## src/rtl/instr_fetch_unit.sv

```systemverilog
// instr_fetch_unit: fetch front end. Issues one word fetch at a time to
// instruction memory, buffers responses in a DEPTH-entry FIFO and presents
// the head instruction (with its PC and op/funct fields) to decode.
// A taken branch redirects the PC, flushes the FIFO and discards any
// response still in flight.
// Optional halt detection: define IFU_HALT_DETECT_EN to stop fetching on
// HALT_WORD; otherwise HALT_WORD is an ordinary instruction.
module instr_fetch_unit #(
  parameter int unsigned DEPTH     = 2,
  parameter logic [31:0] RESET_PC  = 32'h0000_0000,
  parameter logic [31:0] HALT_WORD = 32'hFFFF_FFFF
) (
  input  logic        clk,
  input  logic        rst_n,
  output logic        imem_req,
  output logic [31:0] imem_addr,
  input  logic        imem_rvalid,
  input  logic [31:0] imem_rdata,
  input  logic        branch_taken,
  input  logic [31:0] branch_target,
  output logic        instr_valid,
  input  logic        instr_ready,
  output logic [31:0] instr,
  output logic [31:0] instr_pc,
  output logic [1:0]  op,
  output logic [5:0]  funct,
  output logic        halted
);

  localparam int unsigned PW = $clog2(DEPTH);
  localparam int unsigned CW = PW + 1;
  localparam logic [CW-1:0] DepthC = CW'(DEPTH);

`ifdef IFU_HALT_DETECT_EN
  localparam bit HaltEn = 1'b1;
`else
  localparam bit HaltEn = 1'b0;
`endif

  typedef enum logic [1:0] {
    S_IDLE = 2'd0,
    S_WAIT = 2'd1,
    S_DROP = 2'd2
  } state_t;

  state_t          state_q, state_d;
  logic [31:0]     pc_q, pc_d;
  logic [31:0]     addr_q, addr_d;
  logic            halted_q, halted_d;
  logic [31:0]     fifo_instr_q [DEPTH];
  logic [31:0]     fifo_pc_q    [DEPTH];
  logic [PW-1:0]   rd_ptr_q, rd_ptr_d;
  logic [PW-1:0]   wr_ptr_q, wr_ptr_d;
  logic [CW-1:0]   count_q, count_d;

  logic rsp, halt_hit, push, pop;

  // Request/handshake decode; redirect suppresses issue, push and pop.
  always_comb begin
    imem_req = rst_n & (state_q == S_IDLE) & (count_q < DepthC)
             & ~branch_taken & ~halted_q;
    rsp      = (state_q == S_WAIT) & imem_rvalid;
    halt_hit = HaltEn & rsp & ~branch_taken & (imem_rdata == HALT_WORD);
    push     = rsp & ~branch_taken & ~halt_hit;
    pop      = instr_valid & instr_ready & ~branch_taken;
  end

  // FSM, PC and halt flag next state.
  always_comb begin
    state_d  = state_q;
    pc_d     = pc_q;
    addr_d   = addr_q;
    halted_d = halted_q;
    unique case (state_q)
      S_IDLE: if (imem_req) state_d = S_WAIT;
      S_WAIT: begin
        if (imem_rvalid)       state_d = S_IDLE;
        else if (branch_taken) state_d = S_DROP;
      end
      S_DROP: if (imem_rvalid) state_d = S_IDLE;
      default: state_d = S_IDLE;
    endcase
    if (imem_req) begin
      pc_d   = pc_q + 32'd4;
      addr_d = pc_q;
    end
    if (branch_taken) begin
      pc_d     = branch_target & ~32'd3;
      halted_d = 1'b0;
    end else if (halt_hit) begin
      halted_d = 1'b1;
    end
  end

  // FIFO pointer and occupancy next state; a redirect empties the FIFO.
  always_comb begin
    rd_ptr_d = rd_ptr_q;
    wr_ptr_d = wr_ptr_q;
    count_d  = count_q;
    if (branch_taken) begin
      rd_ptr_d = '0;
      wr_ptr_d = '0;
      count_d  = '0;
    end else begin
      if (push) wr_ptr_d = wr_ptr_q + 1'b1;
      if (pop)  rd_ptr_d = rd_ptr_q + 1'b1;
      if (push && !pop)      count_d = count_q + 1'b1;
      else if (pop && !push) count_d = count_q - 1'b1;
    end
  end

  // Control state registers.
  always_ff @(posedge clk or negedge rst_n) begin
    if (!rst_n) begin
      state_q  <= S_IDLE;
      pc_q     <= RESET_PC;
      addr_q   <= '0;
      halted_q <= 1'b0;
      rd_ptr_q <= '0;
      wr_ptr_q <= '0;
      count_q  <= '0;
    end else begin
      state_q  <= state_d;
      pc_q     <= pc_d;
      addr_q   <= addr_d;
      halted_q <= halted_d;
      rd_ptr_q <= rd_ptr_d;
      wr_ptr_q <= wr_ptr_d;
      count_q  <= count_d;
    end
  end

  // FIFO storage; cleared on reset so the head reads as zero.
  always_ff @(posedge clk or negedge rst_n) begin
    if (!rst_n) begin
      for (int unsigned i = 0; i < DEPTH; i++) begin
        fifo_instr_q[i] <= '0;
        fifo_pc_q[i]    <= '0;
      end
    end else if (push) begin
      fifo_instr_q[wr_ptr_q] <= imem_rdata;
      fifo_pc_q[wr_ptr_q]    <= addr_q;
    end
  end

  assign imem_addr   = pc_q;
  assign instr_valid = (count_q != '0);
  assign instr       = fifo_instr_q[rd_ptr_q];
  assign instr_pc    = fifo_pc_q[rd_ptr_q];
  assign op          = instr[27:26];
  assign funct       = instr[25:20];
  assign halted      = halted_q;

endmodule

```

## config.mk

```make
export PLATFORM = sky130hd
export DESIGN_NAME = instr_fetch_unit
export DESIGN_NICKNAME = d
export VERILOG_FILES = /design/src/rtl/instr_fetch_unit.sv
export SDC_FILE = /design/constraint.sdc
export NUM_CORES = 1
export LEC_CHECK = 0
export BUFFER_PORTS_ARGS = -buffer_cell sky130_fd_sc_hd__buf_2
export CORE_MARGIN = 2
export CORE_UTILIZATION = 55
export DETAILED_ROUTE_END_ITERATION = 8
export MAX_ROUTING_LAYER = met4
export PLACE_DENSITY = 0.88
export REMOVE_ABC_BUFFERS = 1
export SYNTH_ARGS = -nofsm -noshare
export SYNTH_HDL_FRONTEND = slang
export SYNTH_SLANG_ARGS = --single-unit
```

## constraint.sdc

```tcl
create_clock -name clk -period 3.2 [get_ports clk]
set_input_delay 0.32 -clock clk [delete_from_list [all_inputs] [get_ports clk]]
set_output_delay 0.32 -clock clk [all_outputs]
set_load 0.005 [all_outputs]
```

==> run metrics <==
register bit total from synthesis=between 150 and 200; WL final=17900 um; I/O Pins=176; Crit. Startpoint=state_q[1]$_DFFE_PN0P_; final worst-path cycle share=88.2%; worst path arrival time=2.50 ns; Post-synth EDFFs=0; cell area after synthesis=8590 um^2; reg2reg start=state_q[1]$_DFFE_PN0P_; Slew Limit Fails=0; CTS tree=done; Final Skew=0.0141 ns; Critical Path RT=2.88 ns; f_max=354 MHz; Post-CTS Resized=0; CTS Hold Bufs=0; gr ovfl total=0; slowest CP cell=or4b_1; initial antenna violation count=1; unrepaired setup endpoints after global routing=false; First-pass DRT Iterations=5; Synth area leader=dfrtp_1; Post-Synthesis Cells=650; crit path capture type=output port; Reg area=4760 um^2; r2r worst-path depth=4; post-synth cell types=44; Reg clk slew, reported paths=~0.07 ns; Die Y=about 130 um; endpoints failing setup=0; FP Rows=between 40 and 50; share of cells above drive strength 1=53.2%; pwr dens=694 nW/um^2; dpl cell area=roughly 9600 um^2; Levels on crit path=4; Post-DRT Antenna Nets=0; PortBufs=168; Longest Clk Path Bufs=2; Area contributors post-synth=dfrtp_1 (55%), mux2_2 (28%), clkbuf_1 (1.4%), nand2_1 (1.2%), or4_1 (1.2%); cell area after layout=10200 um^2; CTS Sinks=between 150 and 200; worst vdd ir=roughly 0.36 mV; Seq/Total Area, Yosys=roughly 55%; Crit Path Max Fanout=19; yosys warns=0; CP max stage delay=0.78 ns; Primary FF master, synth=dfrtp_1; gp weighted congestion=~0.8; # DRC=0; Total GRT Usage=23.4%; CP Launch Type=register; Post-synth ARST share=100%; Worst Setup EP=imem_req; commonest non-fill, non-tap cells in the layout=mux2_2 (216), dfrtp_1 (189), buf_2 (167), nand2_1 (27), nor2_1 (22); r2r setup slk=approximately 0.60 ns; Mean Syn Cell Area=about 13 um^2; Slew @ Worst Pin=0.947 ns; Die X=roughly 130 um; Buffers & Inverters on Critical Path=2; Final nets=873; critical path type=reg -> out; multi-input logic area=3600 um^2; Starting Density=56.3%; Worst-Skew Late Latency=about 0.43 ns; count of max-cap constraint violations=0; Cell Chain, Critical Path=or4b_1, nor2_4, buf_12, buf_2; overall power=just over 7000 uW; fin worst setup slack=0.378 ns; min cycle time layout=approximately 2.8 ns; Post-CTS Setup Repair Bufs=0; LEAKAGE=0.00478 uW; CTS root buf=clkbuf_16; H-tree depth=4; outcome=completed; Vias/cell=between 5 and 6; DP HPWL=12100 um; Die ar.=16600 um^2; FILL cells=1152; slew margin rel.=36.9%; global-route wire length before repair=around 30000 um; Layout Utilization=between 60% and 70%; via count=a little under 6k; TritonCTS buffer count=17; wire per inst=17.5 um; area growth from synthesis to layout=19.0%; reg-to-reg endpoint=imem_addr[19]$_DFFE_PN0P_; DP Worst Slack=0.640 ns; commonest non-fill, non-tap cell in the layout=mux2_2; core area=15300 um^2; drt initial violations=around 260; Synth top area share=55.3%; Hold Vio Cnt, Final=0; largest net degree at the start of global routing=74; vias in the first global route=5938; crit-path leading delay family=simple AND/OR/NAND/NOR gates; Hold WC Path Type=in -> async
[cell families (layout without fill, tap and decap cells)]
group | count (synthesis) | after routing | share of synthesized area (%)
compound gates | 52 | 52 | 3.87
flops | 190 | 190 | 55.3
other cells | 1 | 6 | 0.0436
mux | 217 | 217 | 28.4
simple gates | 119 | 119 | 7.73
xor+xnor | 13 | 13 | 1.33
fa+ha+maj | 1 | 1 | 0.146
buf+inv | 57 | 217 | 3.12
[power by group]
part           switching, uW  internal (uW)
sequential               342           2980
combinational            600            988
clock                    869           1320
total                   1810           5290
[sequential cells by signal, summed over array words and instances, names as in the netlist]
name	count
fifo_pc_q	60
rd_ptr_q	1
count_q	2
imem_addr	30
state_q	2
addr_q	30
fifo_instr_q	64
wr_ptr_q	1
[how the worst min path moves through the flow]
stage / from / end / slack (ns) / cells past startpoint
detailed placement: fifo_instr_q[8]$_DFFE_PN0P_ / fifo_instr_q[8]$_DFFE_PN0P_ / 0.49 / 1
finish: rst_n / addr_q[5]$_DFFE_PN0P_ / 0.02 / 2
global route: rst_n / imem_addr[11]$_DFFE_PN0P_ / 0.07 / 2
global placement: fifo_instr_q[23]$_DFFE_PN0P_ / fifo_instr_q[23]$_DFFE_PN0P_ / 0.48 / 1
floorplan: rst_n / addr_q[10]$_DFFE_PN0P_ / 0.02 / 0
CTS: rst_n / addr_q[5]$_DFFE_PN0P_ / 0.04 / 2
[layer usage]
metal / global-route usage (%) / vias to the layer above / part of all wire [%]
li1: - / 2658 / -
met1: 30.0 / 2912 / 45
met2: 37.2 / 179 / 48
met3: 5.11 / 28 / 5.5
met4: 7.67 / 0 / 1.7
met5: - / - / 0
[final cells by class]
cell class              count  share of cell area, %
clock buffers              20                   4.37
diodes                      1                 0.0245
flip-flops and latches    190                   46.5
inverters                   9                  0.331
repair buffers            178                   9.29
multi-input cells         407                   35.3
clock inverters            10                   1.60
well taps                 211                   2.58
[per-stage QoR]
| step | setup TNS, ns | cells | hold WS (ns) |
|---|---|---|---|
| after global routing | 0 | 1026 | 0.0680 |
| after floorplan | -150.26 | 606 | 0.0244 |
| after global placement | 0 | 995 | 0.481 |
| final | 0 | 1026 | 0.0189 |
| after detailed placement | 0 | 995 | 0.487 |
| after CTS | 0 | 1025 | 0.0441 |
[cells in the mapped netlist, types with 3 or more instances]
master    count
or3_1         5
mux2_2      216
nand4_1       8
xor2_1        7
buf_4        13
o21ai_0      17
and4_1        4
buf_2         4
o211ai_1      4
clkbuf_1     31
nor2_1       23
nor4_1        5
o31ai_1       9
a31oi_1      13
inv_1         9
xnor2_1       6
and3_1        3
dfrtp_1     190
a21oi_1       3
or4_1        14
nand3_1      10
nand2_1      28
[worst reg2reg max path: stages, from the launching register on]
cell	delay [ns]
dfrtp_1	0.43
or4b_1	0.78
or3_1	0.63
or4_1	0.51
a31oi_1	0.17
Note: power is estimated with default switching activity, not from simulation.
